## config.mk

```make
export PLATFORM = sky130hd
export DESIGN_NAME = addsub_seq_unit
export DESIGN_NICKNAME = d
export VERILOG_FILES = /design/src/rtl/addsub_seq_unit.sv
export SDC_FILE = /design/constraint.sdc
export NUM_CORES = 1
export LEC_CHECK = 0
export CORE_AREA = 2 2 177 179
export DETAILED_ROUTE_END_ITERATION = 8
export DIE_AREA = 0 0 179 181
export DONT_BUFFER_PORTS = 1
export PLACE_DENSITY = 0.55
export SYNTH_ARGS = -nofsm -noshare
export SYNTH_HDL_FRONTEND = slang
export SYNTH_SLANG_ARGS = --single-unit
```

## constraint.sdc

```tcl
create_clock -name clk -period 5 [get_ports clk]
set_input_delay 1 -clock clk [delete_from_list [all_inputs] [get_ports clk]]
set_output_delay 1 -clock clk [all_outputs]
set_load 0.1 [all_outputs]
```

## src/rtl/addsub_seq_unit.sv

```systemverilog
// rtl/addsub_seq_unit.sv - multi-cycle sliced integer add/subtract unit with valid/ready handshakes
module addsub_seq_unit #(
   parameter  int WIDTH = 64,
   parameter  int CHUNK = 16,
   localparam int NSEG  = WIDTH / CHUNK
) (
   input  logic             clk,
   input  logic             rst,
   input  logic             in_valid,
   output logic             in_ready,
   input  logic [WIDTH-1:0] inp1,
   input  logic [WIDTH-1:0] inp2,
   input  logic             maluOp,
   output logic             out_valid,
   input  logic             out_ready,
   output logic [WIDTH-1:0] res,
   output logic             carry,
   output logic             overflow,
   output logic             zero
);

   localparam int CW = (NSEG > 1) ? $clog2(NSEG) : 1;

   // A slice width that does not tile the operand cannot be built.
   if ((WIDTH % CHUNK) != 0) begin : g_bad_chunk
      $error("addsub_seq_unit: CHUNK must divide WIDTH exactly");
   end

   typedef enum logic [1:0] {IDLE, BUSY, DONE} state_t;

   state_t           state, state_nxt;
   logic [WIDTH-1:0] a_reg, b_reg, acc;
   logic             c_reg;
   logic [CW-1:0]    cnt;
   logic             accept, last_seg;
   logic [31:0]      idx;
   logic [CHUNK-1:0] a_s, b_s;
   logic [CHUNK:0]   sum_s;
   logic [WIDTH-1:0] slice_mask, acc_nxt;

   assign accept   = in_valid & in_ready;
   assign last_seg = (cnt == CW'(NSEG - 1));

   // State register; reset abandons any in-flight operation.
   always_ff @(posedge clk) begin
      if (rst) state <= IDLE;
      else     state <= state_nxt;
   end

   // Next-state and handshake outputs.
   always_comb begin
      state_nxt = state;
      in_ready  = 1'b0;
      out_valid = 1'b0;
      case (state)
         IDLE: begin
            in_ready = ~rst;
            if (accept) state_nxt = BUSY;
         end
         BUSY: begin
            if (last_seg) state_nxt = DONE;
         end
         DONE: begin
            out_valid = ~rst;
            if (out_ready) state_nxt = IDLE;
         end
         default: state_nxt = IDLE;
      endcase
   end

   // Current slice sum and the accumulator with that slice merged in.
   always_comb begin
      idx        = 32'(cnt) * 32'(CHUNK);
      a_s        = CHUNK'(a_reg >> idx);
      b_s        = CHUNK'(b_reg >> idx);
      sum_s      = {1'b0, a_s} + {1'b0, b_s} + (CHUNK + 1)'(c_reg);
      slice_mask = WIDTH'({CHUNK{1'b1}}) << idx;
      acc_nxt    = (acc & ~slice_mask) | (WIDTH'(sum_s[CHUNK-1:0]) << idx);
   end

   // Operand capture, per-slice accumulation, and result/flag load on DONE entry.
   always_ff @(posedge clk) begin
      if (rst) begin
         a_reg    <= '0;
         b_reg    <= '0;
         acc      <= '0;
         c_reg    <= 1'b0;
         cnt      <= '0;
         res      <= '0;
         carry    <= 1'b0;
         overflow <= 1'b0;
         zero     <= 1'b0;
      end else begin
         case (state)
            IDLE: begin
               if (accept) begin
                  a_reg <= inp1;
                  b_reg <= maluOp ? inp2 : ~inp2;
                  c_reg <= ~maluOp;
                  acc   <= '0;
                  cnt   <= '0;
               end
            end
            BUSY: begin
               acc   <= acc_nxt;
               c_reg <= sum_s[CHUNK];
               cnt   <= cnt + CW'(1);
               if (last_seg) begin
                  res      <= acc_nxt;
                  carry    <= sum_s[CHUNK];
                  overflow <= (a_reg[WIDTH-1] == b_reg[WIDTH-1]) &
                              (acc_nxt[WIDTH-1] != a_reg[WIDTH-1]);
                  zero     <= (acc_nxt == '0);
               end
            end
            default: ;
         endcase
      end
   end

endmodule
```

==> out/qor.txt, run 1 <==
Status: finished clean
Most common cell after layout, fill and taps aside: dfxtp_1
Total CTS buffers: 28
Relative slew slack: 25.8%
I/O pins: 202
Crit path DAT: 4.86 ns
First-pass GRT wire length: 55800 um
Post-synth top area share: 41.3%
Initial DRC count: 853
Routed WL: 36200 um
Port bufs: 0
Setup TNS: 0 ns
Gr usage total: 21.9%
Tmin final: 4.38 ns
PwrDens: 377 nW/um2
Row Count: 64
Worst Hold Class: flip-flop to flip-flop
R2R depth: 12
Share of flip-flops with an asynchronous set or reset: 0%
Distinct cells, synth: 64
Overflow after GRT: 0
Pleak: 5.02 nW
CP Data Required Time: 5.48 ns
Placer congestion estimate: 0.892
CTS tree: built
Placed Cells: 1686
Area Growth Syn to Fin: 10.2%
Initial antenna violation count: 1
Die ar.: 32400 um2
Worst-Margin Slew: 1.11 ns
Final period utilization: 87.5%
Setup violators final: 0
Syn Area/Cell: 8.66 um2
Unrepaired setup endpoints after global routing: false
Non-filler cells in the finished layout: 1738
Yosys warning count: 0
WS Path Type: flip-flop to flip-flop
Worst hold stages: 2
FMAX: 228 MHz
Pins over their slew limit: 0
Clock Tree Buf Depth: 3
Largest net degree at the start of global routing: 252
Seq/Total Area, Yosys: 41.3%
Ys flop type: dfxtp_1
Number of synthesized flops with an enable pin: 0
Chip Height: 181 um
Initial DRT Pass Iterations: 5
Crit Path Max Fanout: 20
CTS H-Tree Depth: 1
Via count: 9816
VDD IR-drop max: 0.250 mV
Max cap viols: 0
DR WL/cell: 20.8 um
Initial Util: 39.6%
Register bit total from synthesis: 248
Fillers: 3023
Worst-path clk slew: 0.07 ns
DP Wirelength: 24500 um
Die W: 179 um
Area leader, netlist: dfxtp_1
Root Buffer: clkbuf_16
DRC violations left: 0
Hold slack: 0.468 ns
Clock sinks: 248
Clock Skew: 0.0181 ns
Worst setup SP type: flip-flop
Design Power: 4.99 mW
Clock Latency Late Sink: 0.55 ns
Setup bufs post-CTS: 0
Nets: 1474
Most frequent cells in the layout: 246 x dfxtp_1, 169 x nand2_1, 153 x nor2_1
Placeable Area: 30300 um2
Hold-fix buffers at CTS: 0
Share of post-route cells with drive strength above 1: 8.95%
Post-DRT Antenna Nets: 0
Vias in the first global route: 9508
Vias per cell: 5.65
Cell Area, Synth: 12000 um2
Crit. End Element: flip-flop
Cells resized by post-CTS repair: 0
Hold Vio Cnt, Final: 0
Syn Inst Count: 1389
Main area contributors after synthesis: dfxtp_1 41%, nand3b_1 8.0%, mux4_2 6.0%
Mapped Nets: 1543
-- cell families (layout without fill, tap and decap cells) --
group / count (synthesis) / after routing / synth area share, %
flip-flops: 248 / 248 / 41.3
other: 0 / 1 / 0
adder cells (fa/ha/maj): 21 / 21 / 2.31
buffers and inverters: 140 / 92 / 4.43
XOR/XNOR: 72 / 72 / 5.24
multiplexers: 38 / 38 / 6.52
AND/OR/NAND/NOR: 584 / 584 / 24.7
AO/OA/AOI/OAI: 286 / 286 / 15.6
-- synthesized netlist by cell type, drive strengths merged, types with 3 or more instances --
master	number
a211oi	30
a21o	9
a21oi	56
a221oi	5
a22o	11
a22oi	27
a31oi	23
a32oi	4
and2	4
and3	3
buf	19
clkbuf	106
dfxtp	248
ha	19
inv	15
mux2	3
mux2i	3
mux4	32
nand2	170
nand2b	14
nand3	31
nand3b	129
nand4	5
nor2	154
nor2b	12
nor3	37
nor3b	3
nor4	8
o211a	4
o211ai	7
o21a	4
o21ai	75
o22ai	4
o2bb2ai	7
o311ai	5
or3	3
or4bb	3
xnor2	5
xor2	67
-- power by group --
group | internal [mW] | switching, mW | total [mW] | leakage [nW]
sequential | 2.08 | 0.0831 | 2.16 | 2.02
clock | 1.25 | 0.820 | 2.07 | 0.463
combinational | 0.292 | 0.474 | 0.766 | 2.54
-- layout make-up --
| class | count | area, um2 | share of cell area (%) |
|---|---|---|---|
| Inverter | 15 | 56.3 | 0.425 |
| Sequential cell | 248 | 4970 | 37.5 |
| Tap cell | 396 | 495 | 3.74 |
| Multi-Input combinational cell | 1001 | 6560 | 49.5 |
| Clock inverter | 10 | 103 | 0.774 |
| Timing Repair Buffer | 26 | 235 | 1.78 |
| Clock buffer | 41 | 831 | 6.27 |
| Antenna cell | 1 | 2.50 | 0.0189 |
-- per-stage QoR --
stage	setup WS [ns]	utilization, %	area [um2]
global route	0.250	43.7	13200
finish	0.623	43.7	13300
detailed placement	0.584	40.6	12300
CTS	0.553	43.7	13200
global placement	0.618	40.6	12300
floorplan	0.392	-	12000
-- worst max-delay path, stage by stage (launching register included) --
cell and delay (ns):
dfxtp_2 0.81, buf_4 0.30, mux4_2 0.51, ha_1 0.47, o211ai_1 0.16, o21ai_0 0.45, xor2_1 0.31, a22oi_1 0.38
and3_1 0.30, o211ai_1 0.12, nor4_2 0.24, nand4_1 0.13, o21ai_1 0.14
-- final timing paths --
| kind | endpoint | start | slack (ns) |
|---|---|---|---|
| max | zero | cnt[0] | 0.62 |
| max reg2reg | zero | cnt[0] | 0.62 |
| min reg2reg | acc[17] | acc[17] | 0.47 |
| min | acc[17] | acc[17] | 0.47 |
-- metal layers --
layer,routed length (um),share of wire [%],GRT usage (%),vias up
met2,16200,45,34.0,362
met5,0,0,0,-
li1,-,-,-,4789
met1,15600,43,29.7,4599
met4,1320,3.7,7.61,0
met3,3040,8.4,5.24,66
No activity file was read; power rests on OpenSTA's default activity.
==> run 2: changes to the inputs <==
--- a/config.mk
+++ b/config.mk
@@ -9,7 +9,7 @@
 export DETAILED_ROUTE_END_ITERATION = 8
 export DIE_AREA = 0 0 179 181
 export DONT_BUFFER_PORTS = 1
-export PLACE_DENSITY = 0.55
+export PLACE_DENSITY_LB_ADDON = 0.08
 export SYNTH_ARGS = -nofsm -noshare
 export SYNTH_HDL_FRONTEND = slang
 export SYNTH_SLANG_ARGS = --single-unit
==> constraint.sdc (replaced) <==
create_clock -name clk -period 5 [get_ports clk]
set_input_delay 1 -clock clk [delete_from_list [all_inputs] [get_ports clk]]
set_output_delay 1 -clock clk [all_outputs]
set_load 0.05 [all_outputs]
==> run 2 against run 1 <==
  * Hold slack got worse by 0.0011 ns
  * Maximum frequency grew 0.49%
  * Count of clock-buffer cells in the layout grew 1
  * Sequential share of layout area hardly changed
  * Critical path type unchanged
  * Combinational power shrank 1%
  * Utilization is essentially flat
  * Via count is 0.74% lower
==> out/qor.txt, run 2 (synthesized netlist as in run 1, its figures left out) <==
Hold Vio Cnt, Final: 0 (unchanged)
Placer congestion estimate: 0.797 (-11%)
WS Path Type: flip-flop to flip-flop
Worst reg-to-reg setup slack: 0.64 ns (+0.02 ns)
Clock power frac: 43.2% (+1.8 points)
Total CTS buffers: 29 (+3.6%)
Worst hold stages: 2 (unchanged)
Sw power: 1.38 mW (about the same)
Final period utilization: 87.1% (-0.43 points)
Vias in the first global route: 9334 (-1.8%)
Hold-fix buffers at CTS: 0 (unchanged)
First-pass GRT wire length: 55200 um (-0.94%)
CP Data Required Time: 5.48 ns (about the same)
Gr usage total: 21.8% (-0.17 points)
Tmin final: 4.36 ns (-0.0215 ns)
End of the worst register-to-register path: zero
Status: finished clean
Worst setup SP type: flip-flop
Clock Tree Buf Depth: 3 (unchanged)
Overflow after GRT: 0 (unchanged)
Placeable Area: 30300 um2 (unchanged)
Crit path DAT: 4.83 ns (-0.03 ns)
Internal cell power: 3.74 mW (+3.5%)
Worst Hold Class: flip-flop to flip-flop
Clock Latency Late Sink: 0.55 ns (about the same)
Setup TNS: 0 ns (unchanged)
Pins over their slew limit: 0 (unchanged)
Initial DRT Pass Iterations: 7 (+2)
Max cap viols: 0 (unchanged)
Design Power: 5.12 mW (+2.5%)
CTS tree: built
Port bufs: 0 (unchanged)
Non-filler cells in the finished layout: 1733 (-0.29%)
Worst-Margin Slew: 1.21 ns (+0.0995 ns)
Initial antenna violation count: 1 (unchanged)
Nets: 1470 (-0.27%)
Vias per cell: 5.62 (-0.46%)
Worst-path clk slew: 0.06 ns (about the same)
FMAX: 230 MHz (+0.49%)
Largest net degree at the start of global routing: 252 (unchanged)
Clock Skew: 0.0169 ns (-0.00126 ns)
Reg power frac: 42.0% (-1.3 points)
Unrepaired setup endpoints after global routing: false
DP Wirelength: 24200 um (-0.97%)
Share of post-route cells with drive strength above 1: 8.46% (-0.49 points)
Initial DRC count: 772 (-9.5%)
Setup violators final: 0 (unchanged)
Placed Cells: 1681 (-0.30%)
I/O pins: 202 (unchanged)
Most common cell after layout, fill and taps aside: dfxtp_1
CTS H-Tree Depth: 1 (unchanged)
Comb pwr share: 14.8% (-0.5 points)
Relative slew slack: 18.6% (-7.2 points)
Cells resized by post-CTS repair: 0 (unchanged)
DR WL/cell: 20.8 um (about the same)
Root Buffer: clkbuf_16
Crit. End Element: flip-flop
Routed WL: 36100 um (-0.19%)
Area Growth Syn to Fin: 10.2% (about the same)
Setup bufs post-CTS: 0 (unchanged)
Pleak: 5.01 nW (-0.29%)
Post-DRT Antenna Nets: 0 (unchanged)
DRC violations left: 0 (unchanged)
Reg2reg start: cnt[0]
Chip Height: 181 um (unchanged)
Row Count: 64 (unchanged)
Via count: 9743 (-0.74%)
Clock sinks: 248 (unchanged)
Fillers: 3045 (+0.73%)
Initial Util: 39.6% (unchanged)
PwrDens: 386 nW/um2 (+2.5%)
Crit Path Max Fanout: 19 (-5.0%)
Most frequent cells in the layout: 246 x dfxtp_1, 169 x nand2_1, 153 x nor2_1
Critical hold path startpoint: acc[15]
R2R depth: 13 (+1)
Hold Path End: acc[15]
Switching Fraction: 26.9% (-0.68 points)
Die W: 179 um (unchanged)
Die ar.: 32400 um2 (unchanged)
VDD IR-drop max: 0.304 mV (+21%)
==> run 2: worst max path at each step <==
stage / from / to
after CTS: cnt[0] / zero
final: cnt[0] / zero
after global routing: cnt[0] / zero
after detailed placement: cnt[0] / zero
after floorplan: cnt[0] / zero
after global placement: cnt[0] / zero
==> run 2: cell type report <==
class                           instances  area, um2  area share [%]
Antenna cell                            1       2.50          0.0189
Clock buffer                           42        815            6.14
Clock inverter                          9        173            1.30
Inverter                               15       56.3           0.425
Multi-Input combinational cell       1001       6560            49.5
Sequential cell                       248       4970            37.5
Tap cell                              396        495            3.74
Timing Repair Buffer                   21        183            1.38
==> run 2: metal layers <==
layer	share of wire, %	track usage (%)
met1	44	29.5
met2	47	35.4
met3	6.1	4.25
met4	2.5	5.63
met5	0	0
==> run 2: worst max-delay path, stage by stage (launching register included) <==
cell,delay [ns]
dfxtp_2,0.74
mux4_2,0.61
fa_1,0.45
inv_1,0.10
fa_1,0.21
nor2b_1,0.14
o211a_1,0.24
nor3_1,0.40
nand4_1,0.30
a2111oi_4,0.38
o211ai_1,0.14
nor4_2,0.28
nand4_1,0.15
o21ai_1,0.13
==> run 2: metrics by stage <==
stage / hold slack (ns) / worst slack [ns] / util (%) / cell area (um2)
finish: 0.466 / 0.645 / 43.7 / 13300
global route: 0.486 / 0.303 / 43.7 / 13300
CTS: 0.467 / 0.602 / 43.7 / 13300
detailed placement: 0.459 / 0.620 / 40.4 / 12300
global placement: 0.453 / 0.708 / 40.4 / 12300
floorplan: 0.444 / 0.447 / - / 12000
==> run 2: power groups by stage <==
stage	Clock, mW	Sequential [mW]	Combinational [mW]
after floorplan	0	2.16	0.571
after global placement	0	2.19	0.752
after detailed placement	0	2.20	0.756
after CTS	2.26	2.15	0.760
after global routing	2.34	2.16	0.826
final	2.21	2.15	0.757
